`src/rtl/cpu_types_pkg.sv`:
```
// cpu_types_pkg: shared types for the memory-side blocks.
//   word_t      : 32-bit data/address word
//   ramstate_t  : RAM model handshake state (FREE/BUSY/ACCESS/ERROR)
//   arb_state_t : arbiter sequencer states (IDLE/GRANT)
//   owner_t     : arbiter owner record {cpu, is_data}
// Helper functions cover one-hot to index conversion and round-robin wrap.
package cpu_types_pkg;

   typedef logic [31:0] word_t;

   // Wide enough for up to 16 cores; the arbiter uses only the low bits.
   localparam int CPU_FIELD_W = 4;

   typedef enum logic [1:0] {
      FREE   = 2'd0,
      BUSY   = 2'd1,
      ACCESS = 2'd2,
      ERROR  = 2'd3
   } ramstate_t;

   typedef enum logic {
      IDLE  = 1'b0,
      GRANT = 1'b1
   } arb_state_t;

   typedef struct packed {
      logic [CPU_FIELD_W-1:0] cpu;
      logic                   is_data;
   } owner_t;

   // Index of the single set bit of a one-hot vector (0 when empty).
   function automatic logic [CPU_FIELD_W-1:0] onehot_to_idx(input logic [15:0] oh);
      logic [CPU_FIELD_W-1:0] idx;
      idx = '0;
      for (int i = 0; i < 16; i++) begin
         idx = idx | ({CPU_FIELD_W{oh[i]}} & CPU_FIELD_W'(i));
      end
      return idx;
   endfunction

   // cpu + 1 modulo n.
   function automatic logic [CPU_FIELD_W-1:0] wrap_inc(input logic [CPU_FIELD_W-1:0] cpu,
                                                        input int unsigned           n);
      logic [CPU_FIELD_W-1:0] nxt;
      nxt = (cpu == CPU_FIELD_W'(n - 32'd1)) ? '0 : cpu + {{(CPU_FIELD_W-1){1'b0}}, 1'b1};
      return nxt;
   endfunction

endpackage

```
`src/rtl/rr_pick.sv`:
```
// rr_pick: round-robin selector.
//   req   in  N   request vector
//   start in  PW  index with highest priority this cycle
//   grant out N   one-hot grant (first requester at or after start)
//   valid out 1   any request present
module rr_pick #(
   parameter int N  = 2,
   parameter int PW = 1
) (
   input  logic [N-1:0]  req,
   input  logic [PW-1:0] start,
   output logic [N-1:0]  grant,
   output logic          valid
);

   logic          taken_s;
   logic [PW-1:0] idx_s;

   // Scan from start with wrap; the first requester found takes the grant.
   always_comb begin
      grant   = '0;
      taken_s = 1'b0;
      idx_s   = '0;
      for (int k = 0; k < N; k++) begin
         idx_s        = PW'((int'(start) + k) % N);
         grant[idx_s] = req[idx_s] & ~taken_s;
         taken_s      = taken_s | req[idx_s];
      end
   end

   assign valid = |req;

endmodule

```
`src/rtl/mem_arbiter.sv`:
```
// mem_arbiter: shares one RAM port among CPUS cores' icache and dcache.
//   CLK, RST            clock, asynchronous active-high reset
//   iREN/iaddr          per-core fetch request and address
//   dREN/dWEN/daddr/dstore  per-core data request, address, write data
//   iwait/dwait         per-core wait (0 only in the completion cycle)
//   iload/dload         per-core return data, valid when wait is 0, else 0
//   ramREN/ramWEN/ramaddr/ramstore  RAM request side
//   ramload/ramstate    RAM response side
//   grant_id            debug: current owner as {cpu, is_data}
// Data beats fetch; a fetch that has watched STARVE_LIMIT data completions
// while pending is promoted above data. Each class is round-robin from rr_ptr.
module mem_arbiter
   import cpu_types_pkg::*;
#(
   parameter  int CPUS         = 2,
   parameter  int STARVE_LIMIT = 4,
   localparam int GW           = $clog2(2 * CPUS)
) (
   input  logic                  CLK,
   input  logic                  RST,
   input  logic [CPUS-1:0]       iREN,
   input  logic [CPUS-1:0][31:0] iaddr,
   input  logic [CPUS-1:0]       dREN,
   input  logic [CPUS-1:0]       dWEN,
   input  logic [CPUS-1:0][31:0] daddr,
   input  logic [CPUS-1:0][31:0] dstore,
   output logic [CPUS-1:0]       iwait,
   output logic [CPUS-1:0]       dwait,
   output logic [CPUS-1:0][31:0] iload,
   output logic [CPUS-1:0][31:0] dload,
   output logic                  ramREN,
   output logic                  ramWEN,
   output logic [31:0]           ramaddr,
   output logic [31:0]           ramstore,
   input  logic [31:0]           ramload,
   input  logic [1:0]            ramstate,
   output logic [GW-1:0]         grant_id
);

   localparam int CW = GW - 1;
   localparam int SW = $clog2(STARVE_LIMIT + 1);

   arb_state_t    state_r, state_n_s;
   owner_t        owner_r, owner_n_s;
   logic [CW-1:0] rr_ptr_r, rr_ptr_n_s;
   logic [SW-1:0] starve_cnt_r [CPUS];

   ramstate_t     ram_st_s;
   logic [CPUS-1:0] starved_req_s, data_req_s;
   logic [CPUS-1:0] starved_gnt_s, data_gnt_s, fetch_gnt_s;
   logic            starved_vld_s, data_vld_s, fetch_vld_s;
   logic [CPUS-1:0] owner_sel_s, active_s;
   logic            in_grant_s, live_s, done_s;

   assign ram_st_s   = ramstate_t'(ramstate);
   assign data_req_s = dREN | dWEN;
   assign in_grant_s = (state_r == GRANT);
   assign done_s     = in_grant_s & live_s & (ram_st_s == ACCESS);
   assign active_s   = owner_sel_s & {CPUS{in_grant_s}};
   assign grant_id   = {owner_r.cpu[CW-1:0], owner_r.is_data};

   // Promoted fetch requests: pending fetch whose counter reached the limit.
   always_comb begin
      starved_req_s = '0;
      for (int i = 0; i < CPUS; i++) begin
         starved_req_s[i] = iREN[i] & (starve_cnt_r[i] == SW'(STARVE_LIMIT));
      end
   end

   rr_pick #(.N(CPUS), .PW(CW)) u_pick_starved (
      .req(starved_req_s), .start(rr_ptr_r), .grant(starved_gnt_s), .valid(starved_vld_s));
   rr_pick #(.N(CPUS), .PW(CW)) u_pick_data (
      .req(data_req_s), .start(rr_ptr_r), .grant(data_gnt_s), .valid(data_vld_s));
   rr_pick #(.N(CPUS), .PW(CW)) u_pick_fetch (
      .req(iREN), .start(rr_ptr_r), .grant(fetch_gnt_s), .valid(fetch_vld_s));

   // Owner decode; live_s drops when the owner withdraws its request (abort).
   always_comb begin
      owner_sel_s = '0;
      live_s      = 1'b0;
      for (int i = 0; i < CPUS; i++) begin
         owner_sel_s[i] = (owner_r.cpu == CPU_FIELD_W'(i));
         live_s = live_s | (owner_sel_s[i] &
                            (owner_r.is_data ? data_req_s[i] : iREN[i]));
      end
   end

   // Next-state, next-owner and round-robin pointer.
   always_comb begin
      state_n_s  = state_r;
      owner_n_s  = owner_r;
      rr_ptr_n_s = rr_ptr_r;
      case (state_r)
         IDLE: begin
            if (starved_vld_s) begin
               state_n_s         = GRANT;
               owner_n_s.cpu     = onehot_to_idx(16'(starved_gnt_s));
               owner_n_s.is_data = 1'b0;
            end else if (data_vld_s) begin
               state_n_s         = GRANT;
               owner_n_s.cpu     = onehot_to_idx(16'(data_gnt_s));
               owner_n_s.is_data = 1'b1;
            end else if (fetch_vld_s) begin
               state_n_s         = GRANT;
               owner_n_s.cpu     = onehot_to_idx(16'(fetch_gnt_s));
               owner_n_s.is_data = 1'b0;
            end else begin
               state_n_s = IDLE;
            end
         end
         GRANT: begin
            if (!live_s) begin
               // Abort: pointer untouched so the same order is retried.
               state_n_s = IDLE;
            end else if (done_s) begin
               state_n_s  = IDLE;
               rr_ptr_n_s = CW'(wrap_inc(owner_r.cpu, CPUS));
            end else begin
               state_n_s = GRANT;
            end
         end
         default: begin
            state_n_s = IDLE;
         end
      endcase
   end

   // Sequencer, owner and round-robin pointer registers.
   always_ff @(posedge CLK or posedge RST) begin
      if (RST) begin
         state_r  <= IDLE;
         owner_r  <= '0;
         rr_ptr_r <= '0;
      end else begin
         state_r  <= state_n_s;
         owner_r  <= owner_n_s;
         rr_ptr_r <= rr_ptr_n_s;
      end
   end

   // Per-core fetch starvation counters.
   always_ff @(posedge CLK or posedge RST) begin
      if (RST) begin
         for (int i = 0; i < CPUS; i++) begin
            starve_cnt_r[i] <= '0;
         end
      end else begin
         for (int i = 0; i < CPUS; i++) begin
            if (!iREN[i]) begin
               starve_cnt_r[i] <= '0;
            end else if (done_s && !owner_r.is_data && owner_sel_s[i]) begin
               starve_cnt_r[i] <= '0;
            end else if (done_s && owner_r.is_data &&
                         (starve_cnt_r[i] != SW'(STARVE_LIMIT))) begin
               starve_cnt_r[i] <= starve_cnt_r[i] + SW'(1);
            end else begin
               starve_cnt_r[i] <= starve_cnt_r[i];
            end
         end
      end
   end

   // RAM drive and per-core wait/return data. Strobes follow the owner's live
   // inputs, so a write wins over a read and an abort drops them at once.
   always_comb begin
      ramREN   = 1'b0;
      ramWEN   = 1'b0;
      ramaddr  = '0;
      ramstore = '0;
      iwait    = '1;
      dwait    = '1;
      iload    = '0;
      dload    = '0;
      for (int i = 0; i < CPUS; i++) begin
         ramWEN   = ramWEN | (active_s[i] & owner_r.is_data & dWEN[i]);
         ramREN   = ramREN | (active_s[i] & (owner_r.is_data ? (dREN[i] & ~dWEN[i])
                                                             : iREN[i]));
         ramaddr  = ramaddr | ({32{active_s[i]}} &
                               (owner_r.is_data ? daddr[i] : iaddr[i]));
         ramstore = ramstore | ({32{active_s[i] & owner_r.is_data}} & dstore[i]);
         iwait[i] = ~(done_s & owner_sel_s[i] & ~owner_r.is_data);
         dwait[i] = ~(done_s & owner_sel_s[i] &  owner_r.is_data);
         iload[i] = {32{~iwait[i]}} & ramload;
         dload[i] = {32{~dwait[i]}} & ramload;
      end
   end

endmodule

```
`config.mk`:
```
export PLATFORM = sky130hd
export DESIGN_NAME = mem_arbiter
export DESIGN_NICKNAME = d
export VERILOG_FILES = /design/src/rtl/cpu_types_pkg.sv /design/src/rtl/rr_pick.sv /design/src/rtl/mem_arbiter.sv
export SDC_FILE = /design/constraint.sdc
export NUM_CORES = 1
export LEC_CHECK = 0
export CORE_AREA = 2 2 166 168
export DETAILED_ROUTE_END_ITERATION = 7
export DIE_AREA = 0 0 168 170
export GPL_ROUTABILITY_DRIVEN = 0
export SKIP_LAST_GASP = 1
export SLEW_MARGIN = 5
export SYNTH_ARGS = -nofsm -noshare
export SYNTH_HDL_FRONTEND = slang
export SYNTH_SLANG_ARGS = --single-unit
```
`constraint.sdc`:
```
create_clock -name CLK -period 1.9 [get_ports CLK]
set_input_delay 0.38 -clock CLK [delete_from_list [all_inputs] [get_ports CLK]]
set_output_delay 0.38 -clock CLK [all_outputs]
set_load 0.02 [all_outputs]
```
# == Yosys cells after proc, flatten, opt, wreduce, memory -nomap -nowiden ==
# Index checks and enable logic that the tools add are counted.
# classes
n_addsub,4
order_cmp,4
n_eq_ne,8
mux,41
n_bitwise,52
reduce_logical,16
# ops
operator,count
32-bit bitwise AND,8
32-bit 2-to-1 mux,2
32-bit OR,2
1-bit 2-to-1 mux,24
1-bit bitwise AND,23
3-bit 2-to-1 mux,6
5-bit 2-to-1 mux,3
1-bit NOT,11
2-bit bitwise AND,4
1-bit logical AND,8
3-bit by 1-bit adder with 3-bit output (second input constant),2
2-bit bitwise mux,3
3-bit equality test (second input constant),2
3-bit by 1-bit != test with 1-bit output (second input constant),2
3-bit != test (second input constant),2
2-bit OR reduction,3
4-bit by 1-bit equality test with 1-bit output (second input constant),1
4-bit zero test,1
1-bit by 2-bit < comparator with 1-bit output (second input constant),2
1-bit OR,3
3-bit AND reduction,1
3-bit nonzero test,1
1-bit adder (second input constant),2
1-bit demux with 1-bit select,2
6 further kinds,7
# totals
regBits,13
in_bits,234
out_inout_bits,200
word_cells,131

# == Logic depth before layout (Yosys ltp) ==
# Gate-level depths: netlist of the first run.
# depth
ltp_word,11
depth_mapped,7
mapped_depth_nobuf,6

# == Modules after synthesis ==
# A second synthesis of the first run with hierarchy kept.
# hier_totals
hier_cells,366
hier_area_um2,2999.1
# modules_own_cells
module,n_inst,cells_per_inst,area_per_inst_um2,seq_area_each_um2
mem_arbiter,1,354,2924.1,250.2
rr_pick,3,4,25.0,0.0

# == Least setup slack after synthesis of the first run ==
# No wires, ideal clock.
# synth_path
path_type,register to output
start,reg owner_r (netlist bit grant_id[0])
end,out ramaddr[10]
arrival_ns,1.634
required_ns,1.520
setup_slack_ns,-0.114
path_stages_with_launch,5
path_buffers,2
path_cell_list,dfrtp_1 > buf_6 > buf_2 > mux4_2 > and2_1
# synth_between
elab_chain_cells,3
elab_cells_between_ends,5
classes_between,mux (2); bitwise (3)
# synth_lines
item,line_no,rtl
start: declaration,mem_arbiter.sv:44,"owner_t owner_r, owner_n_s;"
start signal: assignment,mem_arbiter.sv:136,owner_r <= owner_n_s;
32-bit 2-to-1 mux,mem_arbiter.sv:179,(owner_r.is_data ? daddr[i] : iaddr[i]));
32-bit bitwise AND,mem_arbiter.sv:178,ramaddr = ramaddr | ({32{active_s[i]}} &
32-bit OR *,mem_arbiter.sv:178,
end: declaration,mem_arbiter.sv:33,"output logic [31:0] ramaddr,"
# Mark *: on every way between the ends. The rest lies on a longest branch, timed or not.

# == Worst setup path in the final report of the first run ==
# layout_path
start,reg owner_r (netlist bit grant_id[0])
end,out ramaddr[0]
# The elaborated chain is that of the path after synthesis.

==> flow_metrics.tcl, run 1 <==
set metrics [dict create \
    synth_area_per_cell_um2 8.53 \
    synthMostInstantiatedCell "and2_1" \
    tightest_slew_ns 0.441 \
    ys_top_cells_by_area "and2_1 34%, mux4_2 24%, a22o_1 9.8%" \
    dieArea_um2 28600 \
    numCtsBuffers 3 \
    ys.flop_type "dfrtp_1" \
    io_pins 434 \
    synth.top_cells.by_count "161 x and2_1, 33 x a22o_1, 31 x mux4_2" \
    status "complete, but fails checks" \
    grt_pass1_wl_um 32800 \
    via_per_inst 4.14 \
    start_util 0.111 \
    worst-r2r-setup-slack_ns 0.11 \
    area_growth_pct 197 \
    grt_util_all_layers 0.153 \
    holdCritPathClass "input port to async pin" \
    syn_nets 584 \
    finish.net_count 1054 \
    crit_path_end_kind "primary output" \
    clock-skew-final_ns 0.000955 \
    busiest_layer "met2" \
    period_share 1.18 \
    synth_top_area_frac 0.341 \
    dr.pass1.iters 4 \
    ys_seq_elements 10 \
    drc_errors 0 \
    rows 60 \
    antenna_found_initial 0 \
    drt_wl_total_um 24800 \
    grt_max_degree 35 \
    syn-cell-area_um2 2950 \
    synth_top_area_cell "and2_1" \
    root_buffer "clkbuf_16" \
    worst_skew_pair.late_latency_ns 0.24 \
    dieHeight_um 170 \
    cellLeakagePower_uw 0.00392 \
    failed_checks "setup timing" \
    cellPowerDensity_nw_per_um2 966 \
    total_power_uw 8470 \
    synth_edf_count 0 \
    arrival_ns 1.86 \
    cp-start-kind "flop" \
    multiInputGateArea_um2 2900 \
    worst_ep_required_time_ns 1.52 \
    timing.final.ws_setup_ns -0.339 \
    setup_viol 198 \
    yosysWarnings 0 \
    crit_type "flop to primary output" \
    max_slew_margin 0.703 \
    hpwl_um 17900 \
    clkTransAtPathRegs_ns 0.04 \
    vias 4793 \
    clock_path_buffers 2 \
    ant_nets 0 \
    grt_pass1_vias 5058 \
    grt_overflow 0 \
    port_buffers 433 \
    path_max_fanout 7 \
    ff_latch_area_um2 253 \
    design.core.area_um2 26700 \
    cpMostUsedCell "buf_6" \
    max_freq_mhz 447 \
    preCtsSetupSlack_ns -1.44 \
    use_met2 0.285 \
    crit_chain "buf_12 -> buf_16 -> buf_6 -> mux4_2 -> and2_4 -> buf_6" \
    cts_hold_buf 0 \
    clock_sinks 10 \
    drv_cap 0 \
    grt_use_met3 0.0351 \
    synthArstFlopShare 1.00 \
    synth_seq_area_share 0.0847 \
    drt_iter0_markers 149 \
    drive_above_1_share 0.536 \
    ir_worst_vdd_mv 0.557 \
    fillers 2766 \
    cpMaxStageDelayCell "mux4_2" \
    rsz0062_at_grt "true" \
    synth_cell_type_count 41 \
    hold_viol_final 0 \
    grtUsageMet1 0.181 \
    die_w_um 168 \
    cts_tree "done" \
    slowest_delay_ns 0.50 \
    wl_per_cell_um 21.5 \
    netlist_instances 346 \
    h-tree-depth 1 \
    maxSlewViolCount 0 \
    period_minus_slack_ns 2.24 \
]
[placed cells by master (no fill, tap or decap), types with 5 or more instances in the layout]
cell type and count:
clkdlybuf4s50_1 225, buf_6 124, and2_4 109, buf_4 73, and2_1 52, mux4_2 32, a22o_1 32, buf_2 28
buf_12 14, inv_1 9, clkbuf_16 8, dfrtp_1 8, dlygate4sd2_1 8, clkbuf_2 8, nor2_1 7, nor2_4 6
buf_8 5
[registers in the layout, indices dropped and copies added, names as in the netlist]
| register | flops |
|---|---|
| grant_id | 2 |
| in_grant_s | 1 |
| rr_ptr_r | 1 |
| starve_cnt_r | 6 |
[repair_timing]
item | 4_1_cts | 5_1_grt
pin swaps | 7 | 17
cloned | 10 | 5
endpoints found under the setup margin | 200 | 203
buffers inserted | 20 | 7
resized for setup | 695 | 513
[cell families (layout without fill, tap and decap cells)]
| kind of cell | Yosys count | after routing | synth area share |
|---|---|---|---|
| buf+inv | 45 | 512 | 0.0775 |
| compound gates | 56 | 56 | 0.155 |
| flops | 10 | 10 | 0.0847 |
| xor+xnor | 2 | 2 | 0.00593 |
| mux | 35 | 35 | 0.256 |
| other cells | 0 | 1 | 0 |
| simple gates | 194 | 196 | 0.404 |
| fa+ha+maj | 4 | 4 | 0.0169 |
[metal layers]
metal,wire [um],up-vias
li1,-,2172
met5,0,-
met1,9670,2295
met2,12700,307
met4,374,0
met3,2100,19
[metrics by stage]
stage               TNS (ns)  instances  utilization  hold WS (ns)  instance area (um^2)
finish                -50.35       1157        0.329         0.449                  8770
global route          -61.58       1156        0.329         0.495                  8770
floorplan            -0.0175        346            -         0.220                  2990
CTS                   -72.30       1151        0.310         0.469                  8270
global placement     -153.69       1117        0.295         0.539                  7870
detailed placement   -156.22       1117        0.295         0.547                  7870
[final timing paths]
check	start	endpoint	cells past startpoint
setup reg to reg	grant_id[0]$_DFFE_PP0P_	starve_cnt_r[5]$_DFFE_PP0P_	9
setup / recovery	grant_id[0]$_DFFE_PP0P_	ramaddr[0]	6
hold / removal	RST	starve_cnt_r[1]$_DFFE_PP0P_	2
max in group asynchronous	RST	grant_id[1]$_DFFE_PP0P_	2
hold reg to reg	starve_cnt_r[4]$_DFFE_PP0P_	starve_cnt_r[4]$_DFFE_PP0P_	2
min in group CLK	starve_cnt_r[4]$_DFFE_PP0P_	starve_cnt_r[4]$_DFFE_PP0P_	2
[where the power goes]
part	total, uW	internal, uW	leakage (uW)	switching (uW)
logic	7750	4060	0.00376	3680
clock network	397	283	0.0000382	114
registers	325	267	0.000125	58.2
total	8470	4610	0.00392	3860
[worst max-delay path: cells and delay by family (launching register included)]
kind                   cells  cell delay (ns)
buffers and inverters      4             0.53
multiplexers               1             0.50
AND/OR/NAND/NOR            1             0.18
flip-flops                 1             0.41
[layout make-up]
class,instances,share of cell area
well taps,341,0.0487
flip-flops and latches,10,0.0288
clock buffers,4,0.00899
diodes,1,0.000285
repair buffers,496,0.577
inverters,12,0.00571
multi-input cells,293,0.330
Power figures use the tool's default switching activity.
==> inputs of run 2 (changes only) <==
ABC_AREA = 1   (was not set)
CORE_AREA = 2 2 170 172   (was 2 2 166 168)
DIE_AREA = 0 0 172 174   (was 0 0 168 170)
==> run 2 against run 1 <==
Net effect: the run still ends with setup timing left; largest cell class unchanged; highest routed layer unchanged; first-iteration DRC count is 64% higher; sequential power is 8.3% higher; total power is 41% higher; hold slack worse by 0.019 ns; combinational power is 43% higher; clock skew is 0.0049 ns higher; utilization is 5.1 points higher.
==> flow_metrics.tcl, run 2 <==
set metrics [dict create \
    drt_wl_total_um 27600 \
    period_minus_slack_ns 2.40 \
    fin_setup_tns_ns -66.51 \
    crit_path_end_kind "primary output" \
    setup_viol 198 \
    syn_nets 818 \
    top_register "starve_cnt_r" \
    muxShareOfSynthArea 0 \
    crit_type "flop to primary output" \
    synth_edf_count 0 \
    cellLeakagePower_uw 0.00464 \
    synth_top_area_frac 0.276 \
    synth.top_cells.by_count "205 x nor2_1, 70 x nand3_1, 70 x o21ai_0" \
    ys_seq_elements 10 \
    timing.rr.end "starve_cnt_r[2]$_DFFE_PP0P_" \
    ant_nets 0 \
    worst-r2r-setup-slack_ns 0.16 \
    path_max_fanout 7 \
    grt_overflow 0 \
    max_slew_margin 0.689 \
    grt_max_degree 66 \
    area_growth_pct 285 \
    synthArstFlopShare 1.00 \
    grt_util_all_layers 0.154 \
    cts_tree "done" \
    rows 62 \
    cts_hold_buf 0 \
    port_buffers 433 \
    synthMostInstantiatedCell "nor2_1" \
    hpwl_um 18200 \
    largest_register_ffs 6 \
    dp_cells 1408 \
    synth_compound_area_frac 0.224 \
    finish.net_count 1355 \
    hold_viol_final 0 \
    maxSlewViolCount 0 \
    status "complete, but fails checks" \
    drt_iter0_markers 244 \
    reg2reg_from "grant_id[0]$_DFFE_PP0P_" \
    yosysWarnings 0 \
    drv_cap 0 \
    tightest_slew_ns 0.466 \
    synth_area_per_cell_um2 4.80 \
    rsz0062_at_grt "true" \
    synth_top_family_by_area "simple AND/OR/NAND/NOR gates" \
    r2r_cells 12 \
    grt_pass1_wl_um 35100 \
    synth_seq_area_share 0.0898 \
    h-tree-depth 1 \
    drive_above_1_share 0.518 \
    clock-skew-final_ns 0.00590 \
    synthXorXnorAreaFrac 0.00314 \
    synth_fa_ha_area_frac 0.0180 \
    dieArea_um2 29900 \
    ir_worst_vdd_mv 0.717 \
    layout_commonest_cell "clkdlybuf4s50_1" \
    fillers 2853 \
    ys_top_cells_by_area "nor2_1 28%, nand3_1 13%, o21ai_0 13%" \
    utilization 0.380 \
    synth_top_area_cell "nor2_1" \
    antenna_found_initial 0 \
    syn-cell-area_um2 2790 \
    design.core.area_um2 28200 \
    netlist_instances 580 \
    dieHeight_um 174 \
    dr.pass1.iters 4 \
    ys.flop_type "dfrtp_1" \
    wl_per_cell_um 18.4 \
    worst_skew_pair.late_latency_ns 0.25 \
    root_buffer "clkbuf_16" \
    clock_sinks 10 \
    clkTransAtPathRegs_ns 0.05 \
    io_pins 434 \
    grt_pass1_vias 5918 \
    final_cell_mix "227 x clkdlybuf4s50_1, 146 x buf_6, 129 x buf_4" \
    worst_ep_required_time_ns 1.52 \
    clock_path_buffers 2 \
    preCtsSetupSlack_ns -1.14 \
    via_per_inst 4.21 \
    timing.final.ws_setup_ns -0.498 \
    synth_cell_type_count 24 \
    vias 6308 \
    die_w_um 172 \
    diodes 0 \
    arrival_ns 2.02 \
    holdCritPathClass "input port to async pin" \
    drc_errors 0 \
    cellPowerDensity_nw_per_um2 1110 \
    period_share 1.26 \
    cp-start-kind "flop" \
    numCtsBuffers 3 \
    yosys.area_share.simple 0.511 \
    max_freq_mhz 417 \
    failed_checks "setup timing" \
    start_util 0.0986 \
    fin_cells 1500 \
]
## run 2: cell types whose count changed after synthesis, moves of 41 or more
cell / change
and2_1: -161
o21ai_0: +67
nor2_1: +195
nand2_1: +54
nand3_1: +68
inv_1: +41
## run 2: logic make-up after synthesis
| group | Yosys count |
|---|---|
| flops | 10 |
| simple gates | 346 |
| xor+xnor | 1 |
| compound gates | 114 |
| fa+ha+maj | 4 |
| buf+inv | 105 |
## run 2: routing by layer
| layer | track usage | wire length [um] | up-vias |
|---|---|---|---|
| li1 | - | - | 2961 |
| met1 | 0.176 | 10500 | 2958 |
| met2 | 0.291 | 14200 | 354 |
| met3 | 0.0285 | 2230 | 35 |
| met4 | 0.0336 | 605 | 0 |
| met5 | 0 | 0 | - |
## run 2: through the flow
| step | hold slack (ns) | area (um^2) | power (uW) |
|---|---|---|---|
| 4_1_cts | 0.446 | 9330 | 9480 |
| 2_1_floorplan | 0.220 | 3540 | 4580 |
| 3_5_place_dp | 0.552 | 8670 | 8620 |
| 6_report | 0.431 | 10700 | 11900 |
| 5_1_grt | 0.493 | 10700 | 12600 |
| 3_3_place_gp | 0.538 | 8670 | 8600 |
## run 2: layout make-up
type / count / area (um^2) / share of cell area
flip-flops and latches: 10 / 254 / 0.0237
clock buffers: 4 / 88.8 / 0.00828
inverters: 57 / 226 / 0.0211
well taps: 384 / 480 / 0.0448
repair buffers: 580 / 6290 / 0.586
multi-input cells: 465 / 3390 / 0.316
## run 2: where the power goes
part	leakage [uW]	internal, uW	switching, uW
Combinational	0.00447	5400	5730
Clock	0.0000442	319	121
Sequential	0.000127	276	76.0
Total	0.00464	5990	5930
## run 2: timing repair
action / CTS / global route
buffers inserted: 14 / 52
pin swaps: 10 / 47
gates cloned: 13 / 11
gates resized for setup: 713 / 543
setup endpoints to repair: 201 / 201
## run 2: critical path: stages, from the launching register on
cell and delay, ns:
dfrtp_4 0.53, nand2_1 0.09, nand2_1 0.07, nand2_2 0.12, nand4_1 0.11, nor2_2 0.17
inv_4 0.12, bufbuf_16 0.29, nor2_2 0.10, buf_4 0.16
## run 2: how the worst max path moves through the flow
stage,startpoint,endpoint
after floorplan,grant_id[0]$_DFFE_PP0P_,iload[12]
after detailed placement,dWEN[1],iload[39]
final,grant_id[0]$_DFFE_PP0P_,iload[31]
after global placement,dWEN[1],iload[32]
after global routing,grant_id[0]$_DFFE_PP0P_,iload[45]
after CTS,grant_id[0]$_DFFE_PP0P_,iload[62]
==> inputs of run 3 (changes only) <==
clock period = 2.7 ns   (was 1.9 ns; I/O delays follow)
==> run 3 against run 2 <==
Net effect: the flow still finishes with violations (setup timing); first-iteration DRC count shrank 35%; die area is the same; hold slack gained 0.13 ns; clock-buffer cell count is the same; utilization shrank 9.9 points; worst setup slack gained 0.50 ns; sequential power shrank 30%; sequential cell count is the same; clock skew shrank 0.0049 ns; clock power shrank 38%; critical path type is now input port to primary output; highest routed layer unchanged.
==> flow_metrics.tcl, run 3 (synthesis gave the netlist of run 2 again) <==
set metrics [dict create \
    status "complete, but fails checks" \
    clock-skew-final_ns 0.000963 \
    period_share 1.00 \
    fin_setup_tns_ns -0.00487 \
    clkTransAtPathRegs_ns 0.04 \
    clock_path_buffers 2 \
    path_max_fanout 17 \
    preCtsSetupSlack_ns -0.599 \
    cellPowerDensity_nw_per_um2 707 \
    design.core.area_um2 28200 \
    area_growth_pct 185 \
    drt_wl_total_um 22300 \
    layout_commonest_cell "clkdlybuf4s50_1" \
    diodes 0 \
    arrival_ns 2.16 \
    tightest_slew_ns 0.404 \
    drt_iter0_markers 158 \
    period_minus_slack_ns 2.70 \
    h-tree-depth 1 \
    max_freq_mhz 370 \
    rsz0062_at_grt "true" \
    die_w_um 172 \
    drv_cap 0 \
    top_register "starve_cnt_r" \
    port_buffers 433 \
    max_slew_margin 0.730 \
    dieHeight_um 174 \
    fillers 3136 \
    drive_above_1_share 0.200 \
    root_buffer "clkbuf_16" \
    grt_overflow 0 \
    design_area_um2 7930 \
    maxSlewViolCount 0 \
    grt_util_all_layers 0.131 \
    dpl-instance-area_um2 7790 \
    dp_cells 1382 \
    final_cell_mix "229 x clkdlybuf4s50_1, 200 x nor2_1, 70 x nand3_1, 70 x o21ai_0, 69 x clkdlybuf4s15_2" \
    multiInputGateArea_um2 2140 \
    cts_hold_buf 0 \
    dr.pass1.iters 4 \
    holdCritPathClass "flop to flop" \
    grt_pass1_vias 5283 \
    worst_ep_required_time_ns 2.16 \
    fin_cells 1397 \
    crit_path_end_kind "primary output" \
    cellLeakagePower_uw 0.00408 \
    worst_skew_pair.late_latency_ns 0.24 \
    cp-start-kind "input port" \
    hold_viol_final 0 \
    grt_max_degree 75 \
    timing.final.ws_setup_ns -0.00265 \
    io_pins 434 \
    grt_pass1_wl_um 30100 \
    vias 5537 \
    ir_worst_vdd_mv 0.347 \
    failed_checks "setup timing" \
    setup_viol 3 \
    crit_type "input port to primary output" \
    ant_nets 0 \
    largest_register_ffs 6 \
    clock_sinks 10 \
    hpwl_um 17800 \
    start_util 0.0986 \
    drc_errors 0 \
    wl_per_cell_um 15.9 \
    cts_tree "done" \
    rows 62 \
    ff_latch_area_um2 254 \
    via_per_inst 3.96 \
    numCtsBuffers 3 \
    antenna_found_initial 1 \
    finish.net_count 1252 \
    dieArea_um2 29900 \
]
run 3: cell count changes in the layout (fill, tap and decap cells not counted), sizes merged:
cell / delta
clkinv: -1
clkdlybuf4s15: +56
inv: +1
buf: -210
dlymetal6s2s: +35
clkdlybuf4s50: +2
clkbuf: -8
bufbuf: -3
dlygate4sd2: +25
run 3: power by group:
| part | switching [uW] | total, uW | internal, uW |
|---|---|---|---|
| Sequential | 52.9 | 247 | 195 |
| Combinational | 2980 | 5080 | 2100 |
| Clock | 73.6 | 272 | 198 |
| Total | 3110 | 5600 | 2500 |
run 3: cell type report:
cell class / instances / area share
Tap cell: 384 / 0.0606
Timing Repair Buffer: 477 / 0.599
Multi-Input combinational cell: 465 / 0.271
Inverter: 57 / 0.0273
Sequential cell: 10 / 0.0320
Clock buffer: 4 / 0.00995
run 3: path summary, 6_finish.rpt:
kind | start | end | slack, ns | depth (start not counted)
max | dWEN[1] | dload[20] | -0.003 | 12
min | starve_cnt_r[4]$_DFFE_PP0P_ | starve_cnt_r[4]$_DFFE_PP0P_ | 0.56 | 2
max reg2reg | grant_id[0]$_DFFE_PP0P_ | starve_cnt_r[0]$_DFFE_PP0P_ | 0.89 | 11
min reg2reg | starve_cnt_r[4]$_DFFE_PP0P_ | starve_cnt_r[4]$_DFFE_PP0P_ | 0.56 | 2
max in group asynchronous | RST | grant_id[0]$_DFFE_PP0P_ | 1.79 | 2
min in group asynchronous | RST | starve_cnt_r[3]$_DFFE_PP0P_ | 0.59 | 2
run 3: timing repair:
action | in CTS | in global routing
setup buffers | 5 | 2
resized for setup | 472 | 65
endpoints found under the setup margin | 158 | 158
cloned | 2 | 3
pin swaps | 4 | 6
run 3: worst max-delay path, stage by stage:
cell and delay (ns):
dlygate4sd2_1 0.27, nor2_4 0.21, nand2_2 0.09, nand2_2 0.10, nand2_2 0.06, buf_4 0.13
nand3_2 0.10, nor2_4 0.05, nand2_4 0.11, buf_12 0.17, nor2_1 0.05, clkdlybuf4s15_2 0.26
run 3: metal layers:
layer | track usage | part of all wire | up-vias
met2 | 0.258 | 0.52 | 304
met3 | 0.0232 | 0.083 | 24
met5 | 0 | 0 | -
met4 | 0.0245 | 0.015 | 0
met1 | 0.143 | 0.38 | 2467
li1 | - | - | 2742
run 3: stage by stage:
step / utilization / hold slack, ns / power [uW]
detailed placement: 0.276 / 0.565 / 5560
global route: 0.281 / 0.599 / 6040
finish: 0.281 / 0.564 / 5600
CTS: 0.279 / 0.570 / 5690
global placement: 0.276 / 0.543 / 5560
floorplan: - / 0.380 / 2830
==> patch (flow settings as in run 1) <==
Set the parameter `STARVE_LIMIT` to 8 (it was 4).
--- a/src/rtl/mem_arbiter.sv
+++ b/src/rtl/mem_arbiter.sv
@@ -13,7 +13,7 @@
    import cpu_types_pkg::*;
 #(
    parameter  int CPUS         = 2,
-   parameter  int STARVE_LIMIT = 4,
+   parameter  int STARVE_LIMIT = 8,
    localparam int GW           = $clog2(2 * CPUS)
 ) (
    input  logic                  CLK,
Function: same outputs for any inputs over 4 cycles, from zero or initial values and one cycle with RST high; that may be too few to reach the edited logic, so the function may still have changed.
==> patch against run 1 <==
  * Utilization rose by 2.4 points
  * Largest cell class unchanged
  * Area after synthesis rose by 9.5%
  * Cell area rose by 7.4%
  * The run still ends with setup timing left
  * Count of clock-buffer cells in the layout did not move
  * Worst setup slack got worse by 0.16 ns
  * Clock skew rose by 0.0030 ns
  * Global-route usage fell by 1.3 points
  * Sequential cell count rose by 2
  * Wire length fell by 8.2%
  * Largest power group unchanged
  * Power fell by 3.0%
==> patch: results (changes against run 1) <==
Synth
  – Async S/R FF share, synth: 100.0% (unchanged)
  – Register area share after synthesis: 9.288% (+0.81 points)
  – Mapped Nets: 634 (+8.6%)
  – Synth top area cells: and2_1 (31%), mux4_2 (22%), mux2i_1 (11%)
  – Post-Synth Adder-Cell Area: 1.548% (-0.15 points)
  – Mux contribution to synthesized area: 33.17% (+7.6 points)
  – Post-synth top cells: and2_1 (160), nor2_1 (40), mux2i_1 (34), mux4_2 (32), clkbuf_1 (20)
  – Syn avg cell area: 8.164 um^2 (-4.3%)
  – Count of different cell masters after synthesis: 40 (-2.4%)
  – XOR/XNOR Fraction of Synth Area: 0% (-0.59 points)

Outcome
  – Failing checks: setup timing
  – Run status: complete, but fails checks

Final layout
  – ANT cells: 0 (-1)
  – Multi-input combinational area share: 32.73% (-0.29 points)
  – Non-clk buf share: 58.08% (+0.34 points)
  – Multi-Input Combinational: 339 (+16%)
  – Invs w/o clock: 11 (-1)
  – Share of layout cells above drive strength 1: 46.82% (-6.8 points)
  – Clock buf/inv share: 0.9434% (+0.044 points)
  – Max FFs per register: 8 (+2)
  – Fill cells: 2,740 (-0.94%)
  – Sequential Area: 306.5 um^2 (+21%)
  – Clock buffer cells: 4 (unchanged)
  – Signal buffers: 531 (+7.1%)
  – Post-Layout Cell Count: 1,238 (+7.0%)
  – Final nets: 1,136 (+7.8%)

Worst setup path
  – Crit path largest cell delay: 0.40 ns (-0.10 ns)
  – Slowest-stage cell, CP: dfrtp_2
  – R2r setup slk: -0.02 ns (-0.13 ns)
  – WP data arrival: 2.02 ns (+0.16 ns)
  – R2R cell count: 6 (-3)
  – Top delay family on crit path: buffers and inverters
  – CP max FO: 6 (-1)
  – R2R Path End: starve_cnt_r[6]

Placement
  – DP Area: 8524 um^2 (+8.4%)
  – DP HPWL: 16.58 mm (-7.1%)
  – Worst slack, placed: -1.015 ns (+0.4294 ns)

Power and ir drop
  – Peak VDD IR: 890.9 uV (+60%)
  – LEAKAGE: 4.293 nW (+9.4%)
  – Pwr Density: 872.6 nW/um^2 (-9.7%)

Clock tree
  – TritonCTS Sinks: 12 (+2)

STA
  – TNS Setup: -72.48 ns (-22.13 ns)
  – Worst-Margin Slew: 0.5527 ns (+0.1112 ns)
  – Worst setup margin: -0.4983 ns (-0.1595 ns)
  – Worst hold slack: 0.4588 ns (+0.009424 ns)
  – Finish-stage setup viols: 200 (+1.0%)
  – Post-Route Skew: 0.003996 ns (+0.003041 ns)

Global routing
  – Pin count of the biggest net entering global routing: 37 (+5.7%)
  – First-pass GRT wire length: 30.86 mm (-5.9%)
  – GR Util All Layers: 14.00% (-1.3 points)
  – Vias in the first global route: 5,013 (-0.89%)

Route
  – WL/cell: 18.41 um (-14%)
  – Initial drt markers: 178 (+19%)
  – Total number of vias: 4,900 (+2.2%)
[patch: cell count changes after synthesis, moves of 4 or more]
cell and change:
o21ai_0 +5, mux2i_1 +32, nand2b_1 +4, clkbuf_1 +7, a22o_1 -33, buf_2 -4, nor2_1 +30
[patch: kinds of logic after synthesis]
group,Yosys count
buffers and inverters,45
muxes,67
and+or+nand+nor,238
AOI/OAI and AO/OA,30
DFF,12
adders and majority gates,4
[patch: how the worst max path moves through the flow]
stage                     start     endpoint  slack, ns  cells after the start
floorplan           grant_id[0]  ramaddr[16]      -0.08                      5
global placement    ramstate[0]    dload[13]      -0.99                      7
detailed placement  ramstate[0]    dload[13]      -1.01                      7
CTS                 grant_id[0]  ramaddr[25]      -0.63                      5
global route        grant_id[0]    dload[42]      -0.56                     10
finish              grant_id[0]    dload[42]      -0.50                     10
[patch: worst reg2reg max path: stages (launching register included)]
cell and delay [ns]:
dfrtp_2 0.43, buf_4 0.19, buf_4 0.16, nor3b_2 0.17, o32a_4 0.26, or4b_1 0.51, a21oi_1 0.14
[patch: where the power goes]
| part | internal (mW) | total (mW) | switching [mW] |
|---|---|---|---|
| combinational | 3.88 | 7.38 | 3.51 |
| sequential | 0.318 | 0.394 | 0.0753 |
| clock | 0.319 | 0.439 | 0.120 |
[patch: what timing repair did]
| item | in CTS | in global routing |
|---|---|---|
| gates cloned | 9 | 5 |
| pin swaps | 2 | 7 |
| gates resized for setup | 593 | 248 |
| endpoints found under the setup margin | 209 | 209 |
| buffers inserted | 26 | 23 |
[patch: metal layers]
layer | track usage, % | wire, um | part of all wire, %
met1 | 17.76 | 9689 | 43
met5 | 0 | 0 | 0
met4 | 1.928 | 260 | 1.1
met3 | 2.023 | 1249 | 5.5
met2 | 25.66 | 11590 | 51
